`config.mk`:
```
export PLATFORM = sky130hd
export DESIGN_NAME = hamming_tx_ctrl
export DESIGN_NICKNAME = d
export VERILOG_FILES = /design/src/rtl/hamming_tx_ctrl.sv
export SDC_FILE = /design/constraint.sdc
export NUM_CORES = 1
export LEC_CHECK = 0
export BUFFER_PORTS_ARGS = -buffer_cell sky130_fd_sc_hd__buf_2
export CAP_MARGIN = 20
export CORE_ASPECT_RATIO = 1.75
export CORE_MARGIN = 1.5
export CORE_UTILIZATION = 45
export DETAILED_ROUTE_END_ITERATION = 8
export HOLD_SLACK_MARGIN = 0.12
export SYNTH_ARGS = -nofsm -noshare
export SYNTH_HDL_FRONTEND = slang
export SYNTH_SLANG_ARGS = --single-unit
```
`constraint.sdc`:
```
create_clock -name clk -period 2.7 [get_ports clk]
set_input_delay 0.135 -clock clk [delete_from_list [all_inputs] [get_ports clk]]
set_output_delay 0.135 -clock clk [all_outputs]
set_load 0.01 [all_outputs]
```
`src/rtl/hamming_tx_ctrl.sv`:
```
// hamming_tx_ctrl
// Transmit-side sequencer for an external (7,4) Hamming encoder with an
// overall-parity bit. Bytes arrive over a valid/ready handshake. Each byte
// is split into a high and a low nibble. Each nibble is driven into the
// encoder, and the 7-bit codeword plus parity is captured as one 8-bit
// symbol. Symbols are shifted out MSB-first on a single line, and every
// frame is preceded by an 8-bit preamble.
//
// Ports
//   clk         system clock, rising edge
//   rst_n       asynchronous active-low reset
//   in_data     byte to transmit
//   in_valid    in_data is valid
//   in_ready    byte is accepted this cycle (decoded from state only)
//   enc_nibble  registered nibble into the encoder (index 0 = MSB)
//   enc_code    encoder codeword (index 0 = MSB, sent first)
//   enc_parity  encoder overall parity
//   tx_bit      serial line data
//   tx_en       tx_bit carries a line bit
//   busy        frame in progress
//   frame_done  one-cycle pulse after the last bit of a frame
//   underrun    sticky: the source left LOAD waiting; cleared by reset only
//
// state   | meaning
// --------+----------------------------------------------------------
// IDLE    | waiting for in_valid to open a frame
// PRE     | shifting out the preamble
// LOAD    | in_ready high, waiting for the next byte
// ENC_HI  | encoder settling on the high nibble, capture symbol
// SEND_HI | shifting out the high-nibble symbol
// ENC_LO  | encoder settling on the low nibble, capture symbol
// SEND_LO | shifting out the low-nibble symbol
// DONE    | frame_done pulse, back to IDLE

module hamming_tx_ctrl #(
  parameter int unsigned PKT_BYTES = 4,
  parameter int unsigned BIT_DIV   = 4,
  parameter logic [7:0]  PREAMBLE  = 8'hA5
) (
  input  logic       clk,
  input  logic       rst_n,
  input  logic [7:0] in_data,
  input  logic       in_valid,
  output logic       in_ready,
  output logic [0:3] enc_nibble,
  input  logic [0:6] enc_code,
  input  logic       enc_parity,
  output logic       tx_bit,
  output logic       tx_en,
  output logic       busy,
  output logic       frame_done,
  output logic       underrun
);

  typedef enum logic [2:0] {
    S_IDLE,
    S_PRE,
    S_LOAD,
    S_ENC_HI,
    S_SEND_HI,
    S_ENC_LO,
    S_SEND_LO,
    S_DONE
  } state_t;

  localparam logic [7:0] DIV_LAST  = 8'(BIT_DIV - 1);
  localparam logic [7:0] BYTE_LAST = 8'(PKT_BYTES - 1);

  state_t     state;
  logic [7:0] shreg;
  logic [7:0] byte_reg;
  logic [7:0] div_cnt;
  logic [7:0] byte_cnt;
  logic [2:0] bit_cnt;
  logic       load_wait;  // set once LOAD has already lasted one cycle
  logic       shifting;

  assign shifting   = (state == S_PRE) || (state == S_SEND_HI) || (state == S_SEND_LO);

  // All outputs are decoded from registered state only, so none of them
  // has a combinational path from an input.
  assign tx_en      = shifting;
  assign tx_bit     = shifting & shreg[7];
  assign in_ready   = (state == S_LOAD);
  assign busy       = (state != S_IDLE);
  assign frame_done = (state == S_DONE);

  always_ff @(posedge clk or negedge rst_n) begin
    if (!rst_n) begin
      state      <= S_IDLE;
      shreg      <= '0;
      byte_reg   <= '0;
      div_cnt    <= '0;
      byte_cnt   <= '0;
      bit_cnt    <= '0;
      load_wait  <= 1'b0;
      enc_nibble <= '0;
      underrun   <= 1'b0;
    end else begin
      case (state)
        S_IDLE: begin
          if (in_valid) begin
            shreg    <= PREAMBLE;
            bit_cnt  <= '0;
            div_cnt  <= '0;
            byte_cnt <= '0;
            state    <= S_PRE;
          end
        end

        S_PRE, S_SEND_HI, S_SEND_LO: begin
          if (div_cnt == DIV_LAST) begin
            div_cnt <= '0;
            shreg   <= {shreg[6:0], 1'b0};
            bit_cnt <= bit_cnt + 3'd1;  // wraps to 0 after the eighth bit
            if (bit_cnt == 3'd7) begin
              case (state)
                S_PRE: begin
                  load_wait <= 1'b0;
                  state     <= S_LOAD;
                end
                S_SEND_HI: begin
                  enc_nibble <= byte_reg[3:0];
                  state      <= S_ENC_LO;
                end
                default: begin
                  if (byte_cnt == BYTE_LAST) begin
                    state <= S_DONE;
                  end else begin
                    byte_cnt  <= byte_cnt + 8'd1;
                    load_wait <= 1'b0;
                    state     <= S_LOAD;
                  end
                end
              endcase
            end
          end else begin
            div_cnt <= div_cnt + 8'd1;
          end
        end

        S_LOAD: begin
          // Any cycle in LOAD after the first means the source starved the line.
          if (load_wait) begin
            underrun <= 1'b1;
          end
          if (in_valid) begin
            byte_reg   <= in_data;
            enc_nibble <= in_data[7:4];
            state      <= S_ENC_HI;
          end else begin
            load_wait <= 1'b1;
          end
        end

        S_ENC_HI: begin
          shreg <= {enc_code, enc_parity};
          state <= S_SEND_HI;
        end

        S_ENC_LO: begin
          shreg <= {enc_code, enc_parity};
          state <= S_SEND_LO;
        end

        S_DONE: begin
          state <= S_IDLE;
        end

        default: begin
          state <= S_IDLE;
        end
      endcase
    end
  end

endmodule

```
==> out/metrics.yaml <==
outcome:
  status: "finished, final reports clean"
timing:
  setup_viol: 0
  final_hold_viol_count: 0
  slew_violations: 0
  skew_ns: 0.00510
  finalCriticalPeriod_ns: 2.30
  whs_ns: 0.158
  setup-tns-final_ns: 0
  fmax_ghz: 0.435
  rsz0062_at_grt: "false"
  period_share_pct: 85.1
  tightest_slew_ns: 0.884
  slew_headroom_pct: 41.1
placed_design:
  portBuffers: 28
  gp_congestion: 0.848
  dp_cells: 281
  place_hpwl_um: 3550
layout:
  finalNonFillerCells: 294
  multi_input_area_um2: 1150
  fillers: 431
  drive_gt1_share_pct: 28.5
  areaGrowthSynthToFinish_pct: 16.3
  reg_top3: "byte_cnt (8), div_cnt (8), shreg (8)"
  fin_util_pct: 54.5
  nNetsFinal: 264
  seq_area_um2: 1000
  diodes: 0
synthesis:
  syn-num-nets: 229
  synth_largest_area_cell: "dfrtp_1"
  ys.warnings.count: 0
  ys_seq_elements: 40
  syn_avg_cell_area_um2: 10.7
  syn_area_um2: 2210
  synthArstFlopShare_pct: 100
  synth_common_cells: "dfrtp_1, mux2_2, o21ai_0"
  ys_types: 50
  synth_top_area_share_pct: 45.4
  synthTopCellsByArea: "dfrtp_1, mux2_2, a22o_1"
  synth_edf_count: 0
  synth_cells: 206
  ys_seq_area_share_pct: 45.4
  synth.most_common_cell: "dfrtp_1"
  synth_ff_type: "dfrtp_1"
detailed_routing:
  via_per_inst: 5.90
  firstDrtPassIters: 4
  wl_per_cell_um: 16.5
  num_vias: 1734
  detail-route-antenna-nets: 0
  drcViolationCount: 0
  wl_um: 4860
  drt_iter0_markers: 47
die:
  start_util_pct: 46.9
  ioPinCount: 29
  rows: 33
  die-area_um2: 5350
  die_w_um: 55.9
  fp.dieH_um: 95.6
  core-area_um2: 4710
clock_network:
  cts_sinks: 40
  clock_path_buffers: 2
  cts_tree: "yes"
  clock_latency_ns: 0.29
  post-cts-setup-buffer-count: 0
  cts_buffers: 5
  clock-root-buffer: "clkbuf_8"
  cts.clk_slew.worst_paths_ns: 0.08
  htreeDepth: 2
worst_hold_path:
  min_path_type: "in2reg"
  hold_depth: 2
run:
  maxCapViolCount: 0
global_routing:
  grt_max_degree: 41
  antenna_found_initial: 0
  globalRouteTotalUtil_pct: 19.9
  gr-total-overflow: 0
  grt_pass1_wl_um: 8260
  grt_pass1_vias: 1861
worst_setup_path:
  arrival_ns: 2.16
  cp.required_ns: 2.57
  end_kind: "output pin"
  worstSetupStartpointType: "flop"
  worstSetupPathType: "reg2out"
  reg2reg_depth: 5
  critPathMaxFanout: 17
power_and_ir_drop:
  p_per_area_nw_per_um2: 442
  power.leakage_nw: 1.15
  ir_worst_vdd_mv: 0.459
-- worst max-delay path: stages, from the launching register on --
cell and delay [ns]:
dfrtp_1 0.48, nor3b_1 0.42, nor2_1 0.18, inv_1 0.46
and2_1 0.20, buf_2 0.12
-- per-stage QoR --
step	setup WS [ns]	power (W)	instance area (um^2)
global placement	0.552	0.000659	2400
CTS	0.402	0.00115	2570
floorplan	0.731	0.000631	2210
finish	0.402	0.00113	2570
detailed placement	0.480	0.000661	2400
global route	0.220	0.00117	2570
-- final timing paths --
path | startpoint | end | slack, ns
worst max-delay path | state[1] | tx_bit | 0.40
worst min-delay path | in_valid | load_wait | 0.16
worst max register to register | div_cnt[1] | shreg[4] | 0.44
worst min register to register | underrun | underrun | 0.46
max in group asynchronous | rst_n | shreg[6] | 1.65
min in group asynchronous | rst_n | div_cnt[7] | 0.50
-- what timing repair did --
item                      in CTS  in global routing
gates resized for setup        0                  0
hold endpoints to repair      44                  0
hold buffers                   5                  0
-- where the power goes --
part           internal (W)  leakage [nW]  switching (W)
registers          0.000605         0.499     0.00000310
logic             0.0000232         0.594      0.0000221
clock network      0.000273        0.0541       0.000208
total              0.000901          1.15       0.000233
-- placed cells by master (no fill, tap or decap), types with 6 or more instances in the layout --
cell type,synthesis,layout
dfrtp_1,40,40
buf_2,3,28
mux2_2,22,22
o21ai_0,15,15
nand2_1,11,11
nand3_1,10,10
a22o_1,9,9
nor2_1,7,7
inv_1,6,6
a21oi_1,6,6
-- final cells by class --
cell class                      instances  share of cell area [%]
Multi-Input combinational cell        151                    44.7
Clock buffer                            5                    2.68
Clock inverter                          3                    1.66
Inverter                                6                   0.878
Sequential cell                        40                    39.0
Timing Repair Buffer                   37                    8.58
Tap cell                               52                    2.54
-- kinds of logic after synthesis --
logic type	count (synthesis)	synth area share, %
flip-flops	40	45.4
adder cells (fa/ha/maj)	4	2.27
XOR/XNOR	1	0.397
AND/OR/NAND/NOR	63	17.5
AO/OA/AOI/OAI	59	19.7
buffers and inverters	15	2.72
multiplexers	24	12.1
-- routing by layer --
metal	wire length, um	share of wire [%]	GRT usage (%)	vias up
li1	-	-	-	852
met4	97	2.0	7.34	0
met5	0	0	0	-
met2	2650	55	39.8	34
met1	1960	40	20.2	840
met3	149	3.1	3.53	8
No activity file was read; power rests on OpenSTA's default activity.
